--- src/rtl/sonic_sensor_array.sv ---
// Round-robin ultrasonic ranging controller: one trigger group fires at a time and
// every channel of that group measures its echo pulse width in whole centimetres.
module sonic_sensor_array #(
   parameter  int NUM_CH        = 6,
   parameter  int NUM_GROUPS    = 2,
   parameter  int DIST_W        = 9,
   parameter  int TRIG_CYCLES   = 500,
   parameter  int CYCLES_PER_CM = 2900,
   parameter  int LISTEN_CYCLES = 1900000,
   parameter  int GAP_CYCLES    = 500000,
   localparam int GIDX_W        = (NUM_GROUPS > 1) ? $clog2(NUM_GROUPS) : 1
) (
   input  logic                     CLOCK_50,
   input  logic                     reset_n,
   input  logic                     enable,
   input  logic                     single_shot,
   input  logic [NUM_CH-1:0]        echo,
   output logic [NUM_GROUPS-1:0]    trig,
   output logic [NUM_CH*DIST_W-1:0] dist_flat,
   output logic [NUM_CH-1:0]        dist_valid,
   output logic [NUM_CH-1:0]        no_echo,
   output logic [GIDX_W-1:0]        group_idx,
   output logic                     busy
);

   localparam int MAX_TL = (TRIG_CYCLES > LISTEN_CYCLES) ? TRIG_CYCLES : LISTEN_CYCLES;
   localparam int MAX_T  = (MAX_TL > GAP_CYCLES) ? MAX_TL : GAP_CYCLES;
   localparam int TMR_W  = $clog2(MAX_T + 1);
   localparam int PS_W   = (CYCLES_PER_CM > 1) ? $clog2(CYCLES_PER_CM) : 1;

   localparam logic [TMR_W-1:0]  TRIG_LAST   = TMR_W'(TRIG_CYCLES - 1);
   localparam logic [TMR_W-1:0]  LISTEN_LAST = TMR_W'(LISTEN_CYCLES - 1);
   localparam logic [TMR_W-1:0]  GAP_LAST    = TMR_W'(GAP_CYCLES - 1);
   localparam logic [PS_W-1:0]   PS_LAST     = PS_W'(CYCLES_PER_CM - 1);
   localparam logic [GIDX_W-1:0] GRP_LAST    = GIDX_W'(NUM_GROUPS - 1);
   localparam logic [DIST_W-1:0] NO_ECHO_VAL = '1;
   localparam logic [DIST_W-1:0] MAX_CM      = DIST_W'((1 << DIST_W) - 2);

   typedef enum logic [1:0] {S_IDLE, S_TRIG, S_LISTEN, S_GAP} sched_e;
   typedef enum logic [1:0] {CH_DONE, CH_ARMED, CH_MEASURE} ch_e;

   sched_e             state_q, state_d;
   logic [GIDX_W-1:0]  group_q, group_d;
   logic [TMR_W-1:0]   timer_q, timer_d;
   logic               arm, listen, listen_last;

   always_ff @(posedge CLOCK_50 or negedge reset_n) begin
      if (!reset_n) begin
         state_q <= S_IDLE;
         group_q <= '0;
         timer_q <= '0;
      end else begin
         state_q <= state_d;
         group_q <= group_d;
         timer_q <= timer_d;
      end
   end

   always_comb begin
      state_d = state_q;
      group_d = group_q;
      timer_d = timer_q + 1'b1;
      case (state_q)
         S_IDLE: begin
            timer_d = '0;
            if (enable || single_shot) begin
               state_d = S_TRIG;
               group_d = '0;
            end
         end
         S_TRIG: begin
            if (timer_q == TRIG_LAST) begin
               state_d = S_LISTEN;
               timer_d = '0;
            end
         end
         S_LISTEN: begin
            if (timer_q == LISTEN_LAST) begin
               state_d = S_GAP;
               timer_d = '0;
            end
         end
         S_GAP: begin
            if (timer_q == GAP_LAST) begin
               timer_d = '0;
               if (group_q != GRP_LAST) begin
                  group_d = group_q + 1'b1;
                  state_d = S_TRIG;
               end else begin
                  // A sweep always completes; enable only decides whether another starts.
                  group_d = '0;
                  state_d = enable ? S_TRIG : S_IDLE;
               end
            end
         end
         default: begin
            state_d = S_IDLE;
            group_d = '0;
            timer_d = '0;
         end
      endcase
   end

   assign arm         = (state_q == S_TRIG) && (timer_q == TRIG_LAST);
   assign listen      = (state_q == S_LISTEN);
   assign listen_last = listen && (timer_q == LISTEN_LAST);
   assign busy        = (state_q != S_IDLE);
   assign group_idx   = group_q;

   for (genvar gi = 0; gi < NUM_GROUPS; gi++) begin : g_trig
      assign trig[gi] = (state_q == S_TRIG) && (group_q == GIDX_W'(gi));
   end

   for (genvar gi = 0; gi < NUM_CH; gi++) begin : g_ch
      localparam logic [GIDX_W-1:0] MY_GRP = GIDX_W'(gi % NUM_GROUPS);

      logic              sync1_q, sync2_q, prev_q;
      logic              rise, fall, mine;
      ch_e               st_q, st_d;
      logic [PS_W-1:0]   ps_q, ps_d;
      logic [DIST_W-1:0] cm_q, cm_d, cm_inc;
      logic [DIST_W-1:0] dist_q, dist_d;
      logic              valid_q, valid_d;
      logic              noecho_q, noecho_d;

      assign mine   = (group_q == MY_GRP);
      assign rise   = sync2_q & ~prev_q;
      assign fall   = ~sync2_q & prev_q;
      // The falling-edge cycle still counts as a high cycle, so the result is floor(high/CPCM).
      assign cm_inc = (ps_q == PS_LAST && cm_q < MAX_CM) ? cm_q + 1'b1 : cm_q;

      always_ff @(posedge CLOCK_50 or negedge reset_n) begin
         if (!reset_n) begin
            sync1_q  <= 1'b0;
            sync2_q  <= 1'b0;
            prev_q   <= 1'b0;
            st_q     <= CH_DONE;
            ps_q     <= '0;
            cm_q     <= '0;
            dist_q   <= '0;
            valid_q  <= 1'b0;
            noecho_q <= 1'b0;
         end else begin
            sync1_q  <= echo[gi];
            sync2_q  <= sync1_q;
            prev_q   <= sync2_q;
            st_q     <= st_d;
            ps_q     <= ps_d;
            cm_q     <= cm_d;
            dist_q   <= dist_d;
            valid_q  <= valid_d;
            noecho_q <= noecho_d;
         end
      end

      always_comb begin
         st_d     = st_q;
         ps_d     = ps_q;
         cm_d     = cm_q;
         dist_d   = dist_q;
         valid_d  = 1'b0;
         noecho_d = noecho_q;
         if (arm && mine) begin
            st_d = CH_ARMED;
            ps_d = '0;
            cm_d = '0;
         end else if (listen && mine) begin
            case (st_q)
               CH_ARMED: begin
                  if (rise) begin
                     st_d = CH_MEASURE;
                     ps_d = '0;
                     cm_d = '0;
                  end
               end
               CH_MEASURE: begin
                  ps_d = (ps_q == PS_LAST) ? '0 : ps_q + 1'b1;
                  cm_d = cm_inc;
                  if (fall) begin
                     dist_d   = cm_inc;
                     valid_d  = 1'b1;
                     noecho_d = 1'b0;
                     st_d     = CH_DONE;
                  end
               end
               default: ;
            endcase
            if (listen_last && st_d != CH_DONE) begin
               dist_d   = NO_ECHO_VAL;
               valid_d  = 1'b1;
               noecho_d = 1'b1;
               st_d     = CH_DONE;
            end
         end
      end

      assign dist_flat[gi*DIST_W +: DIST_W] = dist_q;
      assign dist_valid[gi]                 = valid_q;
      assign no_echo[gi]                    = noecho_q;
   end

endmodule

--- config.mk ---
export PLATFORM = sky130hd
export DESIGN_NAME = sonic_sensor_array
export DESIGN_NICKNAME = d
export VERILOG_FILES = /design/src/rtl/sonic_sensor_array.sv
export SDC_FILE = /design/constraint.sdc
export NUM_CORES = 1
export LEC_CHECK = 0
export CORE_MARGIN = 8
export CORE_UTILIZATION = 45
export DETAILED_ROUTE_END_ITERATION = 10
export MAX_ROUTING_LAYER = met4
export PLACE_DENSITY = 0.61
export REMOVE_ABC_BUFFERS = 1
export SYNTH_ARGS = -nofsm -noshare
export SYNTH_HDL_FRONTEND = slang
export SYNTH_SLANG_ARGS = --single-unit
--- constraint.sdc ---
create_clock -name CLOCK_50 -period 3.65 [get_ports CLOCK_50]
set_input_delay 0.5475 -clock CLOCK_50 [delete_from_list [all_inputs] [get_ports CLOCK_50]]
set_output_delay 0.5475 -clock CLOCK_50 [all_outputs]
set_load 0.005 [all_outputs]
==> results of run 1 <==
-- synthesized netlist by cell type, drive strengths merged, types with 3 or more instances --
master / count / area (um2)
nor3: 39 / 195.2
a22o: 13 / 113.9
o21bai: 4 / 30.03
a31oi: 15 / 93.84
xor2: 58 / 508.0
nor2b: 13 / 81.33
or4: 4 / 30.03
dfrtp: 246 / 6156
nand4: 41 / 256.5
and2: 7 / 43.79
a221o: 3 / 30.03
o22ai: 5 / 31.28
o32ai: 4 / 35.03
o21ai: 92 / 460.4
and3: 30 / 187.7
and4: 10 / 87.58
a211oi: 12 / 90.09
nor4b: 10 / 87.58
nor3b: 11 / 102.6
a32o: 3 / 30.03
nor2: 114 / 430.4
o211ai: 12 / 95.09
o21a: 4 / 30.03
inv: 34 / 127.6
nand2b: 26 / 162.7
ha: 29 / 362.9
nand3: 56 / 280.3
mux2: 6 / 67.56
o22a: 3 / 26.28
nand3b: 13 / 97.59
nand2: 146 / 570.5
a21oi: 39 / 214.0
buf: 22 / 152.6
and3b: 3 / 26.28
o41ai: 3 / 26.28
or3: 12 / 80.08
a21o: 3 / 22.52
o31ai: 11 / 82.58
a32oi: 3 / 26.28
mux2i: 15 / 150.1
nor4bb: 4 / 40.04
clkbuf: 27 / 101.4
a2bb2oi: 34 / 297.8
nor4: 10 / 62.56
xnor2: 53 / 464.2
-- critical path: stages, from the launching register on --
cell     delay (ns)
dfrtp_1        0.37
ha_1           0.22
nand3_1        0.24
or4_1          0.76
nor2_2         0.40
o21ai_0        0.33
a21oi_2        0.47
o22a_1         0.22
-- layout make-up --
class / count / area share [%]
timing repair buffer: 98 / 6.416
sequential: 246 / 41.00
inverter: 34 / 0.8499
multi-input combinational: 987 / 41.54
clock inverter: 14 / 1.483
tap: 378 / 3.150
clock buffer: 37 / 5.566
-- power groups by stage --
| stage | Clock (mW) | Combinational [mW] | Sequential (mW) |
|---|---|---|---|
| floorplan | 0 | 0.272 | 2.85 |
| global placement | 0 | 0.513 | 2.87 |
| detailed placement | 0 | 0.513 | 2.87 |
| CTS | 3.25 | 0.516 | 2.82 |
| global route | 3.34 | 0.571 | 2.83 |
| finish | 3.15 | 0.506 | 2.82 |
-- cell usage in the layout, fill, tap and decap left out, drive strengths merged, types with 34 or more instances in the layout --
cell type | Yosys | routed
a21oi | 39 | 39
a2bb2oi | 34 | 34
clkbuf | 27 | 37
clkdlybuf4s50 | 0 | 78
dfrtp | 246 | 246
inv | 34 | 34
nand2 | 146 | 146
nand3 | 56 | 56
nand4 | 41 | 41
nor2 | 114 | 114
nor3 | 39 | 39
o21ai | 92 | 92
xnor2 | 53 | 53
xor2 | 58 | 58
-- final timing paths --
kind | start | to | slack, ns
max | timer_q[0]$_DFF_PN0_ | g_ch[4].dist_q[7]$_DFFE_PN0P_ | 0.58
min | reset_n | g_ch[2].dist_q[4]$_DFFE_PN0P_ | 0.006
max reg2reg | timer_q[0]$_DFF_PN0_ | g_ch[4].dist_q[7]$_DFFE_PN0P_ | 0.58
min reg2reg | g_ch[2].sync1_q$_DFF_PN0_ | g_ch[2].sync2_q$_DFF_PN0_ | 0.35
max in group asynchronous | reset_n | g_ch[5].ps_q[6]$_DFFE_PN0P_ | 2.75
min in group CLOCK_50 | g_ch[2].sync1_q$_DFF_PN0_ | g_ch[2].sync2_q$_DFF_PN0_ | 0.35
-- kinds of logic (layout without fill, tap and decap cells) --
group | count (synthesis) | after routing
simple gates | 554 | 554
compound gates | 272 | 272
flops | 246 | 246
xor+xnor | 111 | 111
buf+inv | 83 | 183
fa+ha+maj | 29 | 29
mux | 21 | 21
-- sequential cells by signal, summed over array words and instances (netlist names) --
signal,flops
state_q,2
timer_q,21
g_ch.st_q,12
group_idx,1
g_ch.valid_q,6
g_ch.prev_q,6
g_ch.sync1_q,6
g_ch.sync2_q,6
g_ch.noecho_q,6
g_ch.cm_q,54
g_ch.dist_q,54
g_ch.ps_q,72
-- routing by layer --
metal / global-route usage [%] / vias to the layer above / share of wire [%]
met5: - / - / 0
met4: 3.227 / 0 / 1.6
met3: 2.422 / 36 / 3.7
li1: - / 4903 / -
met1: 25.43 / 4861 / 51
met2: 26.81 / 174 / 44
==> results.md, run 1 <==
- Lkg Pwr: ~6.4 nW
- Setup crit start kind: flip-flop
- Internal power contribution: between 4 and 5 mW
- Net count of the finished layout: between 1000 and 1500
- Die width: 184.5 um
- Largest net degree at the start of global routing: 93
- Fraction of final layout cells sized beyond drive strength 1: under 10%
- Worst rel slew slack: 23.77%
- Final instance area: approximately 0.015 mm2
- Result of the run: finished, final reports clean
- Critical-path maximum fanout: 9
- Count of instances resized after the clock tree is built: 0
- Number of standard cells after synthesis: ~1300
- Cells after DPL: around 1700
- Number of enable-type register cells in the synthesized netlist: 0
- Via count of the first global-routing pass: about 9600
- Arrival time at the worst endpoint: 3.55 ns
- Floorplan die height: around 180 um
- Most instantiated flip-flop cell in the synthesis netlist: dfrtp_1
- DR vias: about 10000
- Final Cycle Share: between 80% and 90%
- CTS Buffer Depth: 3
- Switching Share: between 20% and 30%
- Final Routed Wirelength: approximately 30 mm
- Type of the setup path with the least slack: reg2reg
- DRT antenna net count: 0
- Post-Synth Simple-Gate Area: between 20 and 25%
- Starting density of the core: 45.86%
- Cells on worst reg2reg path: 7
- Number of diodes added for antenna fixing: 0
- Reported max-cap violation count: 0
- Global-route wire length before repair: ~49 mm
- Setup slack of the critical path after layout: a little under 0.6 ns
- Number of H-tree levels: 1
- Floorplan die area: approximately 0.034 mm2
- Net load switching power: around 1.5 mW
- Logic pwr share: approximately 8%
- Congestion Overflow GR: 0
- Placed cell areas: approximately 0.014 mm2
- # rows: 61
- Count of boundary I/O pins: 80
- Largest family of logic cells by synthesized area: simple AND/OR/NAND/NOR gates
- HPWL after DPL: 20.35 mm
- Share of the yosys chip area belonging to registers: 48.19%
- Filler cell count in the final layout: between 2000 and 3000
- Later-pin clock latency in the skew report: 0.54 ns
- Count of yosys warnings during synthesis: 0
- Number of hold buffers added after CTS: 0
- Post-synthesis sequential element count: roughly 250
- Sequential share of power: a little over two fifths
- Kind of end point of the critical path: flip-flop
- Remaining design rule violation count: 0
- Worst Hold Class: in2async
- Placer Congestion: 0.8344
- Number of endpoints with negative hold slack in the final report: 0
- Number of iterations in the first detailed-routing pass: 5
- Synth unique cells: 70
- Measured slew at the worst slew-check pin: 1.138 ns
- Total area of sequential cells: slightly above 0.006 mm2
- Vias per cell: ~5.6
- Worst Hold Margin: about 0.0056 ns
- Count of buffers inserted at the top-level ports: between 70 and 80
- Detail-routed net length per standard cell: roughly 16 um
- Maximum vdd ir drop: between 300 and 400 uV
- Total Power: ~6.5 mW
- Total routing usage reported by global routing: ~18%
- Non-filler instance count after layout: roughly 1800
- Total clock buffers created by CTS: 28
- Buffers inserted during post-CTS setup optimization: 0
- Multiplexer area fraction after synthesis: under 10%
- Area inside the core boundary: around 0.028 mm2
- Achievable frequency: 325.5 MHz
- Setup Viol. Count Final: 0
- Multi-input logic area: just over 0.006 mm2
- Fin Setup TNS: 0 ns
- Pwr per Cell Area: approximately 430 mW/mm2
- Post-placement worst setup slack: 0.5979 ns
- Clock-pin slew on the worst setup and hold paths: 0.06 ns
- Area growth syn-to-layout: 17.54%
- Xor/xnor share of the synthesized area: under 10%
- Share of synthesized registers carrying an async set or reset: 100.0%
- Antenna violations before repair: 0
- Period minus WS final: just over 3 ns
- Root buffer cell: clkbuf_16
- Clock sink count: approximately 250
- RSZ-0062 raised after global routing: false
- Synthesized-area fraction occupied by adder cells: roughly 2.8%
- Syn Std Cell Area: approximately 0.013 mm2
- Synth Area in Compound Gates: ~14%
- Post-Route Skew: approximately 0.013 ns
- TritonCTS clock tree: done
- Part of the power in the clock network: 48.6%
- Post-synthesis area per instance: 9.707 um2
- Number of max-slew violations in the final report: 0
- Crit path required time: slightly above 4 ns
- Iteration-0 DRC Markers: around 760
- Final core occ: 53.90%
Power figures use the tool's default switching activity.
==> run 2: changes to the inputs <==
==> constraint.sdc (replaced) <==
create_clock -name CLOCK_50 -period 2.9 [get_ports CLOCK_50]
set_input_delay 0.435 -clock CLOCK_50 [delete_from_list [all_inputs] [get_ports CLOCK_50]]
set_output_delay 0.435 -clock CLOCK_50 [all_outputs]
set_load 0.005 [all_outputs]
==> run 2 against run 1 <==
Effect of this change: maximum frequency rose by 11%; critical endpoint is now g_ch[0].dist_q[5]$_DFFE_PN0P_; critical path type unchanged; final area is 0.85% higher; die area did not move; combinational power increased by 40%; utilization is 0.46 points higher; sequential power up 26%.
==> results.md, run 2 (same netlist as run 1, synthesis figures left out) <==
- Number of endpoints with negative hold slack in the final report: 0 (unchanged)
- Worst Hold Class: in2reg
- Setup crit start kind: flip-flop
- Remaining design rule violation count: 0 (unchanged)
- Vias per cell: 5.540 (-0.36%)
- Lkg Pwr: 6.463 nW (+1.3%)
- Setup Viol. Count Final: 0 (unchanged)
- Reg with most FFs: g_ch.ps_q
- Fraction of final layout cells sized beyond drive strength 1: 9.110% (+2.0 points)
- Commonest cells after routing, fill and taps aside: 246 x dfrtp_1, 136 x nand2_1, 113 x nor2_1, 86 x o21ai_0, 78 x clkdlybuf4s50_1
- Crit path required time: 3.36 ns (-0.77 ns)
- Die width: 184.5 um (unchanged)
- CTS Buffer Depth: 3 (unchanged)
- Detail-routed net length per standard cell: 16.43 um (+0.11%)
- Largest net degree at the start of global routing: 80 (-14%)
- Final Cycle Share: 95.82% (+12 points)
- Number of iterations in the first detailed-routing pass: 5 (unchanged)
- Placer Congestion: 0.8374 (+0.36%)
- Area growth syn-to-layout: 18.54%
- Number of max-slew violations in the final report: 0 (unchanged)
- Arrival time at the worst endpoint: 3.24 ns (-0.31 ns)
- Post-placement worst setup slack: 0.06192 ns (-0.5360 ns)
- Global-route wire length before repair: 50.61 mm (+2.5%)
- Congestion Overflow GR: 0 (unchanged)
- Fin Setup TNS: 0 ns (unchanged)
- Achievable frequency: 359.9 MHz (+11%)
- TritonCTS clock tree: done
- Setup slack of the critical path after layout: 0.1211 ns (-0.4567 ns)
- Number of diodes added for antenna fixing: 0 (unchanged)
- Later-pin clock latency in the skew report: 0.54 ns (about the same)
- Number of H-tree levels: 1 (unchanged)
- Top Registers: g_ch.ps_q: 72 flops, g_ch.cm_q: 54 flops, g_ch.dist_q: 54 flops
- Maximum vdd ir drop: 444.9 uV (+34%)
- Worst rel slew slack: 54.11% (+30 points)
- Antenna violations before repair: 0 (unchanged)
- Flip-flop count of the largest register after layout: 72 (unchanged)
- Count of boundary I/O pins: 80 (unchanged)
- Clock sink count: 246 (unchanged)
- Leading cell type in the layout, fill and taps excluded: dfrtp_1
- Total area of sequential cells: 0.006156 mm2 (unchanged)
- Final core occ: 54.36% (+0.46 points)
- Area inside the core boundary: 0.02786 mm2 (unchanged)
- Cells on worst reg2reg path: 8 (+1)
- Starting density of the core: 45.86% (unchanged)
- Final Routed Wirelength: 30.02 mm (+2.0%)
- # rows: 61 (unchanged)
- Result of the run: finished, final reports clean
- Root buffer cell: clkbuf_16
- Filler cell count in the final layout: 2507 (-0.87%)
- Post-Route Skew: 0.01096 ns (-0.001631 ns)
- Count of buffers inserted at the top-level ports: 79 (unchanged)
- Floorplan die area: 0.03404 mm2 (unchanged)
- Critical-path maximum fanout: 8 (-1)
- Measured slew at the worst slew-check pin: 0.6852 ns (-0.4530 ns)
- Type of the setup path with the least slack: reg2reg
- Kind of end point of the critical path: flip-flop
- Clock-pin slew on the worst setup and hold paths: 0.06 ns (about the same)
- Pwr per Cell Area: 504.6 mW/mm2 (+17%)
- Multi-input logic area: 0.006259 mm2 (+0.34%)
- RSZ-0062 raised after global routing: true
- Total clock buffers created by CTS: 28 (unchanged)
- Iteration-0 DRC Markers: 791 (+3.8%)
- Via count of the first global-routing pass: 9842 (+2.7%)
- DRT antenna net count: 0 (unchanged)
- Total routing usage reported by global routing: 18.23% (+0.47 points)
- Period minus WS final: 2.779 ns (-0.2933 ns)
- Non-filler instance count after layout: 1827 (+1.8%)
- DR vias: 10120 (+1.5%)
- Net count of the finished layout: 1466 (+2.2%)
- Floorplan die height: 184.5 um (unchanged)
- Cells after DPL: 1771 (+1.6%)
- Instance count along the most critical hold path: 1
- Reported max-cap violation count: 0 (unchanged)
- HPWL after DPL: 20.97 mm (+3.0%)
-- run 2: worst paths after layout --
check                                          start  slack, ns                             to
setup / recovery                timer_q[5]$_DFF_PN0_       0.12  g_ch[0].dist_q[5]$_DFFE_PN0P_
hold / removal                               echo[3]       0.33      g_ch[3].sync1_q$_DFF_PN0_
setup reg to reg                timer_q[5]$_DFF_PN0_       0.12  g_ch[0].dist_q[5]$_DFFE_PN0P_
hold reg to reg            g_ch[5].sync1_q$_DFF_PN0_       0.35      g_ch[5].sync2_q$_DFF_PN0_
max in group asynchronous                    reset_n       1.72  g_ch[1].dist_q[8]$_DFFE_PN0P_
min in group asynchronous                    reset_n       0.48    g_ch[0].ps_q[3]$_DFFE_PN0P_
-- run 2: through the flow --
| step | area [um2] | hold slack, ns | total power, mW |
|---|---|---|---|
| 3_5_place_dp | 14200 | 0.3371 | 4.320 |
| 5_1_grt | 15140 | 0.3177 | 7.941 |
| 3_3_place_gp | 14200 | 0.3323 | 4.306 |
| 4_1_cts | 15100 | 0.3100 | 7.737 |
| 2_1_floorplan | 12520 | 0.1394 | 3.934 |
| 6_report | 15140 | 0.3335 | 7.642 |
-- run 2: where the power goes --
part	leakage, nW	internal [mW]	switching, mW
Combinational	2.64	0.278	0.433
Sequential	3.39	3.48	0.0714
Clock	0.436	1.93	1.45
-- run 2: layout make-up --
type / instances / share of cell area [%]
timing repair buffer: 130 / 8.213
inverter: 34 / 0.8428
tap: 378 / 3.123
multi-input combinational: 987 / 41.33
clock inverter: 14 / 0.5618
clock buffer: 38 / 5.280
sequential: 246 / 40.65
-- run 2: timing repair --
item                                    4_1_cts  5_1_grt
hold buffers                                  1        0
buffers inserted                              0        3
endpoints found under the setup margin        0       44
hold endpoints to repair                     73        0
resized for setup                             0        8
-- run 2: metal layers --
layer  vias up  share of wire [%]  GRT usage, %
li1       4964                  -             -
met1      4938                 51         26.24
met2       182                 44         27.19
met3        37                3.8         2.422
met4         0                1.6         3.775
met5         -                  0             -
-- run 2: critical path, cell delays in order (launching register included) --
cell and delay, ns:
dfrtp_1 0.38, or4b_1 0.50, or4_1 0.46, buf_4 0.18
nor2_2 0.31, o21ai_0 0.31, a21oi_2 0.22, buf_4 0.18
a2bb2oi_1 0.16
==> run 3: changes to the inputs <==
--- a/config.mk
+++ b/config.mk
@@ -5,7 +5,7 @@
 export SDC_FILE = /design/constraint.sdc
 export NUM_CORES = 1
 export LEC_CHECK = 0
-export CORE_MARGIN = 8
+export CORE_MARGIN = 3
 export CORE_UTILIZATION = 45
 export DETAILED_ROUTE_END_ITERATION = 10
 export MAX_ROUTING_LAYER = met4
==> run 3 against run 2 <==
Effect of this change: sequential power about the same; first-iteration DRC count fell by 1.9%; clock skew increased by 0.0057 ns; clock power up 17%; hold slack lost 0.00071 ns; final area rose by 1.2%; utilization increased by 0.63 points; die area decreased by 11%; worst setup slack improved by 0.079 ns; clock-buffer cell count is 1 higher; via count down 1.0%; total power increased by 7.6%; largest power group is now the clock network.
==> results.md, run 3 (same netlist as run 1, synthesis figures left out) <==
- Bufs and invs on worst path: 0 (-2)
- Die width: 174.5 um (-5.4%)
- Crit path required time: 3.33 ns (-0.03 ns)
- Global-route wire length before repair: 50.79 mm (+0.35%)
- Final core occ: 54.99% (+0.63 points)
- Root buffer cell: clkbuf_16
- Flip-flop count of the largest register after layout: 72 (unchanged)
- Total clock buffers created by CTS: 29 (+3.6%)
- Final instance area: 0.01532 mm2 (+1.2%)
- Measured slew at the worst slew-check pin: 0.6928 ns (+0.007605 ns)
- Reg with most FFs: g_ch.ps_q
- Type of the setup path with the least slack: reg2reg
- Maximum vdd ir drop: 326.5 uV (-27%)
- Pwr per Cell Area: 536.7 mW/mm2 (+6.4%)
- Setup slack of the critical path after layout: 0.2001 ns (+0.07905 ns)
- Number of H-tree levels: 1 (unchanged)
- Part of the power in the clock network: 47.9% (+3.7 points)
- Clock-pin slew on the worst setup and hold paths: 0.06 ns (about the same)
- Number of iterations in the first detailed-routing pass: 5 (unchanged)
- DRT antenna net count: 0 (unchanged)
- Vias per cell: 5.468 (-1.3%)
- Net count of the finished layout: 1472 (+0.41%)
- Lkg Pwr: 6.559 nW (+1.5%)
- Number of endpoints with negative hold slack in the final report: 0 (unchanged)
- Period minus WS final: 2.700 ns (-0.07905 ns)
- Worst Hold Class: in2reg
- HPWL after DPL: 20.72 mm (-1.2%)
- Total routing usage reported by global routing: 20.21% (+2.0 points)
- Number of max-slew violations in the final report: 0 (unchanged)
- Final Routed Wirelength: 29.59 mm (-1.4%)
- Via count of the first global-routing pass: 9965 (+1.2%)
- Switching Share: 23.54% (-2.0 points)
- Total Power: 8.222 mW (+7.6%)
- DR vias: 10020 (-1.0%)
- Setup crit start kind: flip-flop
- Remaining design rule violation count: 0 (unchanged)
- Final Cycle Share: 93.10% (-2.7 points)
- Internal power contribution: 6.286 mW (+10%)
- Top Registers: g_ch.ps_q: 72 flops, g_ch.cm_q: 54 flops, g_ch.dist_q: 54 flops
- Achievable frequency: 370.4 MHz (+2.9%)
- # rows: 61 (unchanged)
- Floorplan die height: 174.5 um (-5.4%)
- Count of boundary I/O pins: 80 (unchanged)
- Critical-path maximum fanout: 5 (-3)
- Fraction of final layout cells sized beyond drive strength 1: 9.285% (+0.18 points)
- Largest stage delay on the critical path: 0.50 ns (about the same)
- Starting density of the core: 45.86% (unchanged)
- Placed cell areas: 0.01423 mm2 (+0.18%)
- Result of the run: finished, final reports clean
- Congestion Overflow GR: 0 (unchanged)
- Clock sink count: 246 (unchanged)
- Commonest cells after routing, fill and taps aside: 246 x dfrtp_1, 137 x nand2_1, 113 x nor2_1, 85 x o21ai_0, 78 x clkdlybuf4s50_1
- Setup Viol. Count Final: 0 (unchanged)
- Count of buffers inserted at the top-level ports: 79 (unchanged)
- Sequential share of power: 43.0% (-3.5 points)
- Post-placement worst setup slack: -0.008057 ns (-0.06998 ns)
- Area growth syn-to-layout: 19.91%
- Leading cell type in the layout, fill and taps excluded: dfrtp_1
- Area inside the core boundary: 0.02786 mm2 (unchanged)
- Reported max-cap violation count: 0 (unchanged)
- Cells along the critical path: or4b_1, or4_1, or3_1, a21boi_2, and3_1, mux2_1
- Number of diodes added for antenna fixing: 0 (unchanged)
- Arrival time at the worst endpoint: 3.13 ns (-0.11 ns)
- Detail-routed net length per standard cell: 16.15 um (-1.7%)
- Largest net degree at the start of global routing: 78 (-2.5%)
- Floorplan die area: 0.03045 mm2 (-11%)
- Worst-path cell with the longest stage delay: or4b_1
- Largest delay contributor family on the critical path: simple AND/OR/NAND/NOR gates
- Worst rel slew slack: 53.81% (-0.29 points)
- Placer Congestion: 0.8412 (+0.45%)
- Logic pwr share: 9.1% (-0.2 points)
- Iteration-0 DRC Markers: 776 (-1.9%)
- RSZ-0062 raised after global routing: false
- TritonCTS clock tree: done
- Antenna violations before repair: 0 (unchanged)
- Net load switching power: 1.936 mW (-0.77%)
- CTS Buffer Depth: 3 (unchanged)
- Post-Route Skew: 0.01669 ns (+0.005721 ns)
- Kind of end point of the critical path: flip-flop
- Later-pin clock latency in the skew report: 0.55 ns (about the same)
==> run 3: cell count changes in the layout (fill, tap and decap cells not counted), sizes merged <==
cell      previous run  this run
clkinvlp             3         0
buf                 51        56
clkbuf              38        39
clkinv              11         6
bufinv               0         6
inv                 34        35
==> run 3: final cells by class <==
class / instances / area, um2
multi-input combinational: 987 / 6251
tap: 378 / 473.0
inverter: 34 / 127.6
sequential: 246 / 6156
timing repair buffer: 135 / 1269
clock buffer: 39 / 823.3
fill: 2530 / 12540
clock inverter: 13 / 219.0
==> run 3: timing repair <==
action | 4_1_cts | 5_1_grt
endpoints found under the setup margin | 6 | 40
hold endpoints to repair | 73 | 0
hold buffers | 1 | 0
setup buffers | 2 | 1
pin swaps | 2 | 2
cloned | 0 | 0
resized for setup | 0 | 7
==> run 3: power by group through the flow <==
stage | combinational (mW) | clock, mW | sequential [mW]
floorplan | 0.342 | 0 | 3.59
global placement | 0.745 | 0 | 3.59
detailed placement | 0.751 | 0 | 3.59
CTS | 0.755 | 4.04 | 3.53
global route | 0.828 | 4.18 | 3.54
finish | 0.747 | 3.94 | 3.53
==> run 3: through the flow <==
stage               cells  hold slack [ns]   TNS, ns
global placement     1776           0.3332         0
floorplan            1267           0.1394         0
finish               1832           0.3328         0
detailed placement   1776           0.3441  -0.01855
global route         1832           0.3191         0
CTS                  1831           0.3109         0
==> run 3: path summary, 6_finish.rpt <==
check                           slack (ns)                           to  cells past startpoint                      start
max in group asynchronous             1.60  g_ch[4].cm_q[8]$_DFFE_PN0P_                      3                    reset_n
worst min-delay path                  0.33    g_ch[5].sync1_q$_DFF_PN0_                      1                    echo[5]
worst max register to register        0.20       state_q[1]$_DFFE_PN0P_                      6       timer_q[5]$_DFF_PN0_
min in group asynchronous             0.46  g_ch[5].ps_q[4]$_DFFE_PN0P_                      2                    reset_n
worst max-delay path                  0.20       state_q[1]$_DFFE_PN0P_                      6       timer_q[5]$_DFF_PN0_
worst min register to register        0.35    g_ch[3].sync2_q$_DFF_PN0_                      0  g_ch[3].sync1_q$_DFF_PN0_
==> run 3: metal layers <==
layer	GRT usage [%]	vias up	share of wire (%)
li1	-	4970	-
met1	29.88	4857	51
met2	29.77	151	44
met3	2.752	40	3.6
met4	4.621	0	2.0
met5	-	-	0
